`src/rtl/unified_mem_arbiter_if.sv`:
```
// Bus bundle between the fetch/load-store requesters, the arbiter and the single-ported memory.
// The master modport is the arbiter's view; slave is the view of the surrounding pipeline and memory.
interface unified_mem_arbiter_if #(
    parameter int ADDR_W = 9,
    parameter int DATA_W = 32
);
    logic              if_req;
    logic [ADDR_W-1:0] if_addr;
    logic [DATA_W-1:0] if_rdata;
    logic              if_valid;

    logic              mem_req;
    logic              mem_we;
    logic [1:0]        mem_size;
    logic [ADDR_W-1:0] mem_addr;
    logic [DATA_W-1:0] mem_wdata;
    logic [DATA_W-1:0] mem_rdata;
    logic              mem_valid;

    logic              port_en;
    logic              port_rw;
    logic [1:0]        port_size;
    logic [ADDR_W-1:0] port_addr;
    logic [DATA_W-1:0] port_wdata;
    logic [DATA_W-1:0] port_rdata;
    logic              port_ready;

    modport master (
        input  if_req, if_addr, mem_req, mem_we, mem_size, mem_addr, mem_wdata,
        input  port_rdata, port_ready,
        output if_rdata, if_valid, mem_rdata, mem_valid,
        output port_en, port_rw, port_size, port_addr, port_wdata
    );

    modport slave (
        output if_req, if_addr, mem_req, mem_we, mem_size, mem_addr, mem_wdata,
        output port_rdata, port_ready,
        input  if_rdata, if_valid, mem_rdata, mem_valid,
        input  port_en, port_rw, port_size, port_addr, port_wdata
    );
endinterface

```
`src/rtl/unified_mem_arbiter.sv`:
```
// Arbitrates one single-ported memory between instruction fetch and load/store,
// stalls the front of the pipeline while an access is in flight, and aborts hung accesses.
module unified_mem_arbiter #(
    parameter int ADDR_W  = 9,
    parameter int DATA_W  = 32,
    parameter int TIMEOUT = 16
) (
    input  logic                 clk,
    input  logic                 reset,
    unified_mem_arbiter_if.master bus,
    output logic                 PC_LE,
    output logic                 nPC_LE,
    output logic                 IF_ID_LE,
    output logic                 err_timeout
);

    localparam int CNT_W = (TIMEOUT > 2) ? $clog2(TIMEOUT) : 1;
    localparam logic [CNT_W-1:0] CNT_LAST = CNT_W'((TIMEOUT > 0) ? TIMEOUT - 1 : 0);

    typedef enum logic [1:0] {IDLE, SERVE_IF, SERVE_MEM} state_t;

    state_t           state;
    state_t           state_next;
    logic [CNT_W-1:0] wait_cnt;
    logic             serving;
    logic             grant_mem;
    logic             grant_if;
    logic             done_ok;
    logic             abort;
    logic             stall;

    always_ff @(posedge clk or posedge reset) begin
        if (reset) state <= IDLE;
        else       state <= state_next;
    end

    always_comb begin
        state_next = state;
        case (state)
            IDLE: begin
                if (bus.mem_req)     state_next = SERVE_MEM;
                else if (bus.if_req) state_next = SERVE_IF;
            end
            SERVE_IF, SERVE_MEM: begin
                if (done_ok || abort) state_next = IDLE;
            end
            default: state_next = IDLE;
        endcase
    end

    // Load/store wins a tie because it belongs to the older instruction in the pipe.
    always_comb begin
        serving   = (state == SERVE_IF) || (state == SERVE_MEM);
        grant_mem = (state == IDLE) && bus.mem_req;
        grant_if  = (state == IDLE) && !bus.mem_req && bus.if_req;
        done_ok   = serving && bus.port_ready;
        abort     = serving && !bus.port_ready && (TIMEOUT > 0) && (wait_cnt == CNT_LAST);
    end

    always_ff @(posedge clk or posedge reset) begin
        if (reset) begin
            bus.port_en    <= 1'b0;
            bus.port_rw    <= 1'b0;
            bus.port_size  <= 2'b00;
            bus.port_addr  <= {ADDR_W{1'b0}};
            bus.port_wdata <= {DATA_W{1'b0}};
            bus.if_rdata   <= {DATA_W{1'b0}};
            bus.mem_rdata  <= {DATA_W{1'b0}};
            bus.if_valid   <= 1'b0;
            bus.mem_valid  <= 1'b0;
            err_timeout    <= 1'b0;
            wait_cnt       <= '0;
        end else begin
            bus.if_valid  <= 1'b0;
            bus.mem_valid <= 1'b0;
            if (grant_mem) begin
                bus.port_en    <= 1'b1;
                bus.port_rw    <= bus.mem_we;
                bus.port_size  <= (bus.mem_size == 2'b11) ? 2'b10 : bus.mem_size;
                bus.port_addr  <= bus.mem_addr;
                bus.port_wdata <= bus.mem_wdata;
                wait_cnt       <= '0;
            end else if (grant_if) begin
                bus.port_en   <= 1'b1;
                bus.port_rw   <= 1'b0;
                bus.port_size <= 2'b10;
                bus.port_addr <= bus.if_addr;
                wait_cnt      <= '0;
            end else if (done_ok || abort) begin
                // An aborted access still completes with zero data so no requester waits forever.
                bus.port_en <= 1'b0;
                wait_cnt    <= '0;
                if (state == SERVE_IF) begin
                    bus.if_valid <= 1'b1;
                    bus.if_rdata <= abort ? {DATA_W{1'b0}} : bus.port_rdata;
                end else begin
                    bus.mem_valid <= 1'b1;
                    if (abort)             bus.mem_rdata <= {DATA_W{1'b0}};
                    else if (!bus.port_rw) bus.mem_rdata <= bus.port_rdata;
                end
                if (abort) err_timeout <= 1'b1;
            end else if (serving) begin
                wait_cnt <= wait_cnt + CNT_W'(1);
            end
        end
    end

    always_comb begin
        stall    = (bus.if_req & ~bus.if_valid) | (bus.mem_req & ~bus.mem_valid);
        PC_LE    = ~stall;
        nPC_LE   = ~stall;
        IF_ID_LE = ~stall;
    end

endmodule

```
`src/flat_wrapper.sv`:
```
// flat-port wrapper written by rule: the top's interface ports become plain ports
module unified_mem_arbiter_flat 
#(
    parameter int ADDR_W  = 9,
    parameter int DATA_W  = 32,
    parameter int TIMEOUT = 16
)
  (clk, reset, PC_LE, nPC_LE, IF_ID_LE, err_timeout, bus_if_req, bus_if_addr, bus_mem_req, bus_mem_we, bus_mem_size, bus_mem_addr, bus_mem_wdata, bus_port_rdata, bus_port_ready, bus_if_rdata, bus_if_valid, bus_mem_rdata, bus_mem_valid, bus_port_en, bus_port_rw, bus_port_size, bus_port_addr, bus_port_wdata);
  unified_mem_arbiter_if #(.ADDR_W(ADDR_W), .DATA_W(DATA_W)) bus_i ();
  input  logic clk;
  input  logic reset;
  output logic PC_LE;
  output logic nPC_LE;
  output logic IF_ID_LE;
  output logic err_timeout;
  input wire logic [$bits(bus_i.if_req)-1:0] bus_if_req;
  input wire logic [$bits(bus_i.if_addr)-1:0] bus_if_addr;
  input wire logic [$bits(bus_i.mem_req)-1:0] bus_mem_req;
  input wire logic [$bits(bus_i.mem_we)-1:0] bus_mem_we;
  input wire logic [$bits(bus_i.mem_size)-1:0] bus_mem_size;
  input wire logic [$bits(bus_i.mem_addr)-1:0] bus_mem_addr;
  input wire logic [$bits(bus_i.mem_wdata)-1:0] bus_mem_wdata;
  input wire logic [$bits(bus_i.port_rdata)-1:0] bus_port_rdata;
  input wire logic [$bits(bus_i.port_ready)-1:0] bus_port_ready;
  output wire logic [$bits(bus_i.if_rdata)-1:0] bus_if_rdata;
  output wire logic [$bits(bus_i.if_valid)-1:0] bus_if_valid;
  output wire logic [$bits(bus_i.mem_rdata)-1:0] bus_mem_rdata;
  output wire logic [$bits(bus_i.mem_valid)-1:0] bus_mem_valid;
  output wire logic [$bits(bus_i.port_en)-1:0] bus_port_en;
  output wire logic [$bits(bus_i.port_rw)-1:0] bus_port_rw;
  output wire logic [$bits(bus_i.port_size)-1:0] bus_port_size;
  output wire logic [$bits(bus_i.port_addr)-1:0] bus_port_addr;
  output wire logic [$bits(bus_i.port_wdata)-1:0] bus_port_wdata;
  assign bus_i.if_req = bus_if_req;
  assign bus_i.if_addr = bus_if_addr;
  assign bus_i.mem_req = bus_mem_req;
  assign bus_i.mem_we = bus_mem_we;
  assign bus_i.mem_size = bus_mem_size;
  assign bus_i.mem_addr = bus_mem_addr;
  assign bus_i.mem_wdata = bus_mem_wdata;
  assign bus_i.port_rdata = bus_port_rdata;
  assign bus_i.port_ready = bus_port_ready;
  assign bus_if_rdata = bus_i.if_rdata;
  assign bus_if_valid = bus_i.if_valid;
  assign bus_mem_rdata = bus_i.mem_rdata;
  assign bus_mem_valid = bus_i.mem_valid;
  assign bus_port_en = bus_i.port_en;
  assign bus_port_rw = bus_i.port_rw;
  assign bus_port_size = bus_i.port_size;
  assign bus_port_addr = bus_i.port_addr;
  assign bus_port_wdata = bus_i.port_wdata;
  unified_mem_arbiter #(.ADDR_W(ADDR_W), .DATA_W(DATA_W), .TIMEOUT(TIMEOUT)) u_core (.clk(clk), .reset(reset), .bus(bus_i), .PC_LE(PC_LE), .nPC_LE(nPC_LE), .IF_ID_LE(IF_ID_LE), .err_timeout(err_timeout));
endmodule
```
`config.mk`:
```
export PLATFORM = sky130hd
export DESIGN_NAME = unified_mem_arbiter_flat
export DESIGN_NICKNAME = d
export VERILOG_FILES = /design/src/rtl/unified_mem_arbiter_if.sv /design/src/rtl/unified_mem_arbiter.sv /design/src/flat_wrapper.sv
export SDC_FILE = /design/constraint.sdc
export NUM_CORES = 1
export LEC_CHECK = 0
export CORE_UTILIZATION = 49
export CTS_BUF_LIST = sky130_fd_sc_hd__clkbuf_2
export CTS_CLUSTER_SIZE = 12
export DETAILED_ROUTE_END_ITERATION = 12
export GPL_ROUTABILITY_DRIVEN = 1
export HOLD_SLACK_MARGIN = 0.12
export PLACE_DENSITY = 0.88
export SLEW_MARGIN = 40
export SYNTH_ARGS = -nofsm -noshare
export SYNTH_HDL_FRONTEND = slang
export SYNTH_SLANG_ARGS = --single-unit
```
`constraint.sdc`:
```
create_clock -name clk -period 8.5 [get_ports clk]
set_clock_uncertainty 0.05 [all_clocks]
set_input_delay 1.275 -clock clk [delete_from_list [all_inputs] [get_ports clk]]
set_output_delay 1.275 -clock clk [all_outputs]
set_load 0.01 [all_outputs]
```
==> results of run 1 <==
[final timing paths]
path	startpoint	to	slack [ns]	depth (start not counted)
max	bus_mem_req	nPC_LE	4.27	3
min	u_core.err_timeout	u_core.err_timeout	0.43	1
max reg2reg	u_core.state[0]	u_core.bus.mem_rdata[31]	6.03	6
min reg2reg	u_core.err_timeout	u_core.err_timeout	0.43	1
max in group asynchronous	reset	u_core.bus.port_rw	6.38	3
min in group asynchronous	reset	u_core.bus.if_rdata[7]	0.93	2
[layout by cell type, fill, tap and decap left out, drive strengths merged]
| cell type | synthesis | routed |
|---|---|---|
| clkinv | 0 | 4 |
| dfrtp | 118 | 118 |
| o22a | 1 | 1 |
| mux2 | 32 | 32 |
| nand4 | 1 | 1 |
| nor4b | 1 | 1 |
| a21boi | 1 | 1 |
| bufinv | 0 | 5 |
| a22oi | 1 | 1 |
| and2 | 1 | 1 |
| nand2 | 44 | 44 |
| a31oi | 1 | 1 |
| a32o | 1 | 1 |
| nand2b | 1 | 1 |
| clkbuf | 12 | 17 |
| o221ai | 32 | 32 |
| o22ai | 1 | 1 |
| o21ai | 44 | 44 |
| ha | 3 | 3 |
| a21oi | 2 | 2 |
| and4bb | 1 | 1 |
| clkdlybuf4s50 | 0 | 204 |
| xor2 | 2 | 2 |
| mux2i | 42 | 42 |
| nand3 | 33 | 33 |
| xnor2 | 1 | 1 |
| nor2b | 2 | 2 |
| clkinvlp | 0 | 4 |
| a21o | 1 | 1 |
| inv | 71 | 73 |
| nor2 | 6 | 6 |
| a22o | 1 | 1 |
| buf | 25 | 5 |
| and4b | 1 | 1 |
[cells by family (layout without fill, tap and decap cells)]
logic type	after synthesis	after routing
DFF	118	118
buffers and inverters	108	312
and+or+nand+nor	91	91
AOI/OAI and AO/OA	86	86
muxes	74	74
adders and majority gates	3	3
xor gates and xnor gates	3	3
[state kept, by name, summed over array words and instances, names as in the netlist]
signal                 cells
u_core.bus.if_rdata       32
u_core.wait_cnt            4
u_core.err_timeout         1
u_core.bus.port_size       2
u_core.bus.port_addr       9
u_core.bus.port_en         1
u_core.bus.mem_rdata      32
u_core.bus.port_rw         1
u_core.bus.if_valid        1
u_core.bus.port_wdata     32
u_core.state               2
u_core.bus.mem_valid       1
[power by group through the flow]
stage	sequential [mW]	combinational, mW	clock, mW
detailed placement	1.00	1.28	0
finish	0.991	1.29	0.451
floorplan	1.07	0.542	0
global placement	0.986	1.24	0
CTS	0.990	1.30	0.458
global route	1.02	1.39	0.485
[metal layers]
| metal | wire length, um | vias to the layer above | part of all wire |
|---|---|---|---|
| met1 | 5740 | 2144 | 0.40 |
| met5 | 0 | - | 0 |
| met4 | 262 | 0 | 0.018 |
| met2 | 7170 | 216 | 0.49 |
| met3 | 1350 | 25 | 0.093 |
| li1 | - | 2031 | - |
[layout make-up]
cell class,instances,area (um^2)
Sequential cell,118,2950
Fill cell,726,2740
Timing Repair Buffer,209,2100
Multi-Input combinational cell,257,1960
Inverter,71,269
Clock inverter,15,228
Tap cell,136,170
Clock buffer,17,85.1
[per-stage QoR]
| stage | hold WS (ns) | setup slack [ns] | instance area (um^2) | total power, mW |
|---|---|---|---|---|
| floorplan | 0.439 | 4.05 | 5390 | 1.61 |
| global placement | 0.392 | 4.31 | 7410 | 2.23 |
| detailed placement | 0.397 | 4.28 | 7450 | 2.29 |
| CTS | 0.433 | 4.26 | 7770 | 2.74 |
| global route | 0.455 | 4.20 | 7770 | 2.89 |
| finish | 0.429 | 4.27 | 7770 | 2.73 |
==> impl_metrics.tcl, run 1 <==
set metrics [dict create \
    outcome "finished, final reports clean" \
    cts.repair.resized 0 \
    finalSetupTns_ns 0 \
    met2_usage 0.447 \
    htreeDepth 4 \
    yosys-top-cells-area "dfrtp_1, mux2i_1, mux2_2, inv_1, o21ai_0" \
    cts_tree "built" \
    met1_usage 0.319 \
    syn_inst 483 \
    relSlewSlack 0.498 \
    yosysTopAreaCell "dfrtp_1" \
    top_usage_layer "met2" \
    vias_per_cell 5.37 \
    post-cts-setup-buffers 0 \
    cts_buffer_depth 2 \
    synth_top_area_frac 0.548 \
    grt_pass1_vias 4626 \
    drv_slew 0 \
    wl_per_cell_um 17.7 \
    grt_overflow_total 0 \
    critPathKind "input port to output port" \
    synth_area_mm2 0.00539 \
    routabilityCongestion 0.790 \
    n_antenna_cell 0 \
    cts_root_buf "clkbuf_2" \
    crit_required_ns 7.17 \
    core_area_mm2 0.0105 \
    cp_slowest_cell "clkdlybuf4s50_1" \
    grt_pass1_wl_mm 23.3 \
    power.internal_mw 1.74 \
    die-area_mm2 0.0114 \
    clock_sinks 118 \
    min_period_ns 4.23 \
    vdd_drop_max_mv 0.209 \
    sw_frac_of_total 0.361 \
    clkPwrFrac 0.165 \
    hold_path_class "register to register" \
    synth_most_common_cell "dfrtp_1" \
    synth_xor_area_frac 0.00487 \
    floorplan.initialDensity 0.513 \
    synth-compound-area-share 0.121 \
    setup_viol 0 \
    io_buffers 204 \
    antenna_found_initial 0 \
    cp-end-kind "output port" \
    synth_top_flop_cell "dfrtp_1" \
    placed_cells 790 \
    path_buf_inv 2 \
    numCtsBuffers 17 \
    worstSkewPairLatency_ns 0.67 \
    yosys.area_share.simple 0.0805 \
    syn_avg_cell_area_um2 11.2 \
    ant_nets 0 \
    p_sw_mw 0.983 \
    final_util 0.740 \
    critPathMaxStageDelay_ns 0.64 \
    synthMuxAreaShare 0.145 \
    vias 4416 \
    max_freq_ghz 0.236 \
    gr-usage-met3 0.0991 \
    layout-drive-gt1-share 0.132 \
    ys_async_sr_fraction 1.00 \
    yosys.area_share.adder 0.00696 \
    dr.pass1.iters 4 \
    synth_seq_cells 118 \
    num-nets-final 767 \
    critical-path-top-delay-family "buffers and inverters" \
    grt_max_degree 73 \
    hpwl_mm 10.2 \
    grt_usage 0.270 \
    die_y_um 107 \
    synth_edf_count 0 \
    p_leak_nw 3.40 \
    ys.warnings.count 0 \
    synth_top_family_by_area "multiplexers" \
    seqPwrFrac 0.363 \
    path_common_cell "clkdlybuf4s50_1" \
    cts-hold-fix-buffers 0 \
    period_share 0.498 \
    rows 37 \
    rsz0062_at_grt "false" \
    finalNonFillerCells 823 \
    post-route-drc-count 0 \
    num_io_pins 205 \
    synth.distinct_cells 38 \
    routed_wl_mm 14.5 \
    crit_chain "clkdlybuf4s50_1 -> a22oi_1 -> clkdlybuf4s50_1" \
    clk_pin_slew_ns 0.16 \
    synth-seq-area-share 0.548 \
    die_w_um 107 \
    critPathLaunchType "input port" \
    crit_arrival_ns 2.91 \
    pwr-share-comb 0.471 \
    area_growth_pct 44.2 \
    synthTopCellsByCount "dfrtp_1, inv_1, nand2_1, o21ai_0, mux2i_1" \
    worstMarginPinSlew_ns 0.753 \
    max-cap-violations 0 \
    drt-initial-drc-count 225 \
    crit_fanout 5 \
    final-hold-violation-count 0 \
    syn-num-nets 576 \
    power_density_mw_per_mm2 351 \
]
(Power assumes the default switching activity.)
==> inputs of run 2 (changes only) <==
--- a/config.mk
+++ b/config.mk
@@ -5,13 +5,13 @@
 export SDC_FILE = /design/constraint.sdc
 export NUM_CORES = 1
 export LEC_CHECK = 0
-export CORE_UTILIZATION = 49
+export CORE_UTILIZATION = 41
 export CTS_BUF_LIST = sky130_fd_sc_hd__clkbuf_2
 export CTS_CLUSTER_SIZE = 12
 export DETAILED_ROUTE_END_ITERATION = 12
 export GPL_ROUTABILITY_DRIVEN = 1
 export HOLD_SLACK_MARGIN = 0.12
-export PLACE_DENSITY = 0.88
+export PLACE_DENSITY = 0.78
 export SLEW_MARGIN = 40
 export SYNTH_ARGS = -nofsm -noshare
 export SYNTH_HDL_FRONTEND = slang
==> constraint.sdc (replaced) <==
create_clock -name clk -period 3.45 [get_ports clk]
set_clock_uncertainty 0.05 [all_clocks]
set_input_delay 0.5175 -clock clk [delete_from_list [all_inputs] [get_ports clk]]
set_output_delay 0.5175 -clock clk [all_outputs]
set_load 0.01 [all_outputs]
==> impl_metrics.tcl, run 2 (synthesized netlist as in run 1, its figures left out) <==
set metrics [dict create \
    post-cts-setup-buffers 0 \
    period_share 0.787 \
    worstSkewPairLatency_ns 0.69 \
    num-nets-final 775 \
    r2r_slack_ns 1.29 \
    setup_viol 0 \
    cts_buffer_depth 2 \
    worst-r2r-cell-count 5 \
    critPathKind "register to output port" \
    min_period_ns 2.71 \
    top_usage_layer "met2" \
    critPathLaunchType "register" \
    vdd_drop_max_mv 0.502 \
    fill_cells 1053 \
    clk_pin_slew_ns 0.18 \
    final_cell_mix "clkdlybuf4s50_1, dfrtp_1, inv_1" \
    ant_nets 0 \
    hpwl_mm 10.3 \
    place_area_mm2 0.00754 \
    path_buf_inv 2 \
    outcome "finished, final reports clean" \
    finalSetupTns_ns 0 \
    numCtsBuffers 17 \
    die_y_um 117 \
    gr-usage-met3 0.0830 \
    grt_pass1_wl_mm 23.4 \
    area_growth_pct 45.5 \
    rows 41 \
    final-hold-violation-count 0 \
    die-area_mm2 0.0136 \
    relSlewSlack 0.520 \
    worstMarginPinSlew_ns 0.720 \
    max-cap-violations 0 \
    crit_chain "inv_1 -> a22oi_1 -> clkdlybuf4s50_1" \
    holdPathStages 2 \
    htreeDepth 4 \
    drv_slew 0 \
    largestRegisters "u_core.bus.if_rdata x32, u_core.bus.mem_rdata x32, u_core.bus.port_wdata x32" \
    core_area_mm2 0.0127 \
    drt-initial-drc-count 236 \
    stdcell_area_mm2 0.00785 \
    wl_per_cell_um 16.6 \
    cts_root_buf "clkbuf_2" \
    met1_usage 0.268 \
    power_density_mw_per_mm2 852 \
    antenna_found_initial 0 \
    final_common_cell "clkdlybuf4s50_1" \
    worstHoldStart "bus_mem_size[0]" \
    post-route-drc-count 0 \
    routed_wl_mm 14.4 \
    routabilityCongestion 0.761 \
    max_freq_ghz 0.369 \
    rsz0062_at_grt "false" \
    floorplan.initialDensity 0.424 \
    hold_path_end "u_core.bus.port_size[0]" \
    crit_fanout 3 \
    grt_overflow_total 0 \
    n_antenna_cell 0 \
    critical-path-top-delay-family "buffers and inverters" \
    worst_slack_ns 0.736 \
    vias_per_cell 5.06 \
    p_leak_nw 3.44 \
    cp-end-kind "output port" \
    place_ws_ns 0.758 \
    crit_required_ns 2.88 \
    grt_pass1_vias 4741 \
    layout-drive-gt1-share 0.138 \
    crit_arrival_ns 2.15 \
    cp_slowest_cell "clkdlybuf4s50_1" \
    dr.pass1.iters 5 \
    r2r_end "u_core.bus.mem_rdata[17]" \
    clock_sinks 118 \
    cp.depth 3 \
    hold_path_class "input port to register" \
    vias 4384 \
    num_io_pins 205 \
    grt_max_degree 81 \
    met2_usage 0.378 \
    cts_tree "built" \
    reg2reg_from "u_core.state[0]" \
    critPathMaxStageDelay_ns 0.62 \
    grt_usage 0.229 \
    io_buffers 204 \
    die_w_um 117 \
]
## run 2: cell count changes in the layout (fill, tap and decap cells not counted), moves of 2 or more
cell      previous run  this run
inv_6                2         0
clkinv_2             0         3
buf_4                3        11
clkbuf_2            17        19
## run 2: worst max-delay path by stage
stage                     slack [ns]                     end                  from
final                           0.74                IF_ID_LE   u_core.bus.if_valid
after global routing            0.59                IF_ID_LE  u_core.bus.mem_valid
after CTS                       0.60                IF_ID_LE  u_core.bus.mem_valid
after detailed placement        0.76                IF_ID_LE           bus_mem_req
after global placement          0.82                IF_ID_LE           bus_mem_req
after floorplan                 1.44  u_core.bus.if_rdata[0]                 reset
## run 2: metrics by stage
stage / hold slack, ns / instances / power, mW / util
floorplan: 0.439 / 483 / 3.98 / -
global placement: 0.417 / 834 / 5.53 / 0.592
detailed placement: 0.420 / 834 / 5.66 / 0.592
CTS: 0.274 / 867 / 6.77 / 0.617
global route: 0.287 / 867 / 7.15 / 0.617
finish: 0.374 / 867 / 6.69 / 0.617
## run 2: where the power goes
group / internal, mW / switching, mW / leakage (nW)
clock: 0.552 / 0.540 / 0.170
combinational: 1.76 / 1.43 / 1.95
sequential: 2.00 / 0.408 / 1.32
total: 4.31 / 2.38 / 3.44
## run 2: timing repair
action | 4_1_cts | 5_1_grt
hold buffers | 1 | 0
resized for setup | 0 | 0
endpoints found under the hold margin | 13 | 0
## run 2: metal layers
| metal | vias up | wire length, um |
|---|---|---|
| met2 | 177 | 7070 |
| met1 | 2142 | 5750 |
| met5 | - | 0 |
| met4 | 0 | 305 |
| li1 | 2041 | - |
| met3 | 24 | 1280 |
## run 2: layout make-up
type                       instances  area [um^2]  area share
inverter                          71          270      0.0344
tap                              172          215      0.0274
multi-input combinational        257         1950       0.249
clock inverter                    13          205      0.0261
timing repair buffer             217         2150       0.275
clock buffer                      19         95.1      0.0121
sequential                       118         2950       0.376
## run 2: worst register-to-register path: stages (launching register included)
cell,delay [ns]
dfrtp_1,0.42
inv_1,0.06
ha_1,0.50
and4bb_2,0.78
nand3_1,0.17
o221ai_1,0.11
==> inputs of run 3 (changes only) <==
==> constraint.sdc (replaced) <==
create_clock -name clk -period 2.4 [get_ports clk]
set_clock_uncertainty 0.05 [all_clocks]
set_input_delay 0.36 -clock clk [delete_from_list [all_inputs] [get_ports clk]]
set_output_delay 0.36 -clock clk [all_outputs]
set_load 0.01 [all_outputs]
==> impl_metrics.tcl, run 3 (synthesized netlist as in run 1, its figures left out) <==
set metrics [dict create \
    placed_cells 841 \
    period_share 0.901 \
    critPathKind "register to output port" \
    finalNonFillerCells 875 \
    vias_per_cell 5.03 \
    die_y_um 117 \
    hold_path_class "input port to register" \
    worstHoldStart "bus_port_rdata[1]" \
    clk_pin_slew_ns 0.18 \
    die_w_um 117 \
    setup_viol 0 \
    crit_arrival_ns 1.75 \
    cp-end-kind "output port" \
    cts_root_buf "clkbuf_2" \
    dr.pass1.iters 4 \
    antenna_found_initial 0 \
    holdPathStages 3 \
    n_antenna_cell 0 \
    grt_overflow_total 0 \
    cts_tree "built" \
    critPathLaunchType "register" \
    power_density_mw_per_mm2 1220 \
    critical-path-top-delay-family "buffers and inverters" \
    worstSkewPairLatency_ns 0.69 \
    num-nets-final 783 \
    vias 4400 \
    r2r_slack_ns 0.41 \
    post-route-drc-count 0 \
    routed_wl_mm 14.4 \
    finalSetupTns_ns 0 \
    grt_pass1_wl_mm 23.4 \
    largestRegisters "u_core.bus.if_rdata x32, u_core.bus.mem_rdata x32, u_core.bus.port_wdata x32" \
    hpwl_mm 10.2 \
    htreeDepth 4 \
    die-area_mm2 0.0136 \
    num_io_pins 205 \
    crit_chain "buf_4 -> clkdlybuf4s50_1" \
    rows 41 \
    ant_nets 0 \
    worstMarginPinSlew_ns 0.495 \
    max-cap-violations 0 \
    area_growth_pct 47.2 \
    max_freq_ghz 0.463 \
    critPathMaxStageDelay_ns 0.52 \
    total_power_mw 9.66 \
    r2r_end "u_core.bus.mem_rdata[30]" \
    rsz0062_at_grt "false" \
    core_area_mm2 0.0127 \
    p_leak_nw 3.49 \
    drv_slew 0 \
    min_period_ns 2.16 \
    grt_max_degree 79 \
    io_buffers 204 \
    reg2reg_from "u_core.state[0]" \
    hold_path_end "u_core.bus.if_rdata[1]" \
    grt_pass1_vias 4746 \
    final-hold-violation-count 0 \
    path_buf_inv 2 \
    outcome "finished, final reports clean" \
    crit_fanout 2 \
    layout-drive-gt1-share 0.144 \
    cp_slowest_cell "clkdlybuf4s50_1" \
    final_common_cell "clkdlybuf4s50_1" \
    fill_cells 1033 \
    floorplan.initialDensity 0.424 \
    vdd_drop_max_mv 0.756 \
    wl_per_cell_um 16.5 \
    final_cell_mix "clkdlybuf4s50_1, dfrtp_1, inv_1" \
    cts_buffer_depth 2 \
    relSlewSlack 0.670 \
    clock_sinks 118 \
    numCtsBuffers 17 \
    routabilityCongestion 0.737 \
    crit_required_ns 1.99 \
    drt-initial-drc-count 289 \
    worst-r2r-cell-count 6 \
    grt_usage 0.228 \
]
[run 3: worst max path at each step]
stage,startpoint,endpoint,slack (ns),cells after the start
finish,u_core.bus.mem_valid,bus_mem_valid,0.24,2
global route,u_core.bus.if_valid,IF_ID_LE,0.13,3
CTS,u_core.bus.mem_valid,bus_mem_valid,0.17,2
detailed placement,bus_if_req,IF_ID_LE,0.15,3
global placement,bus_if_req,IF_ID_LE,0.16,3
floorplan,reset,u_core.bus.if_rdata[0],0.55,1
[run 3: what timing repair did]
item	CTS	global route
hold buffers	1	0
setup endpoints to repair	3	0
hold endpoints to repair	118	0
gates resized for setup	4	0
setup buffers	1	0
[run 3: worst register-to-register path, stage by stage (launching register included)]
cell      delay, ns
dfrtp_1        0.41
inv_1          0.06
ha_1           0.50
inv_2          0.11
nor4b_4        0.33
buf_12         0.25
o221ai_1       0.16
[run 3: power by group]
part | switching, mW | total (mW) | internal (mW) | leakage, nW
Sequential | 0.550 | 3.42 | 2.87 | 1.32
Combinational | 2.10 | 4.71 | 2.61 | 2.01
Clock | 0.740 | 1.53 | 0.785 | 0.168
Total | 3.39 | 9.66 | 6.26 | 3.49
[run 3: cell type report]
cell class                      instances  area, um^2  area share
Multi-Input combinational cell        257        1950       0.246
Timing Repair Buffer                  225        2260       0.285
Clock inverter                         12         183      0.0230
Inverter                               71         270      0.0341
Clock buffer                           20         100      0.0126
Tap cell                              172         215      0.0271
Sequential cell                       118        2950       0.372
[run 3: through the flow]
stage / cell area (um^2) / hold slack (ns) / worst slack [ns] / utilization
global route: 7940 / 0.128 / 0.128 / 0.624
floorplan: 5400 / 0.439 / 0.549 / -
global placement: 7630 / 0.412 / 0.165 / 0.600
finish: 7940 / 0.195 / 0.239 / 0.624
detailed placement: 7630 / 0.420 / 0.146 / 0.600
CTS: 7940 / 0.128 / 0.168 / 0.624
[run 3: routing by layer]
metal	GRT usage	wire, um
met2	0.395	7260
met1	0.255	5660
met5	0	0
met3	0.0825	1230
met4	0.0937	262
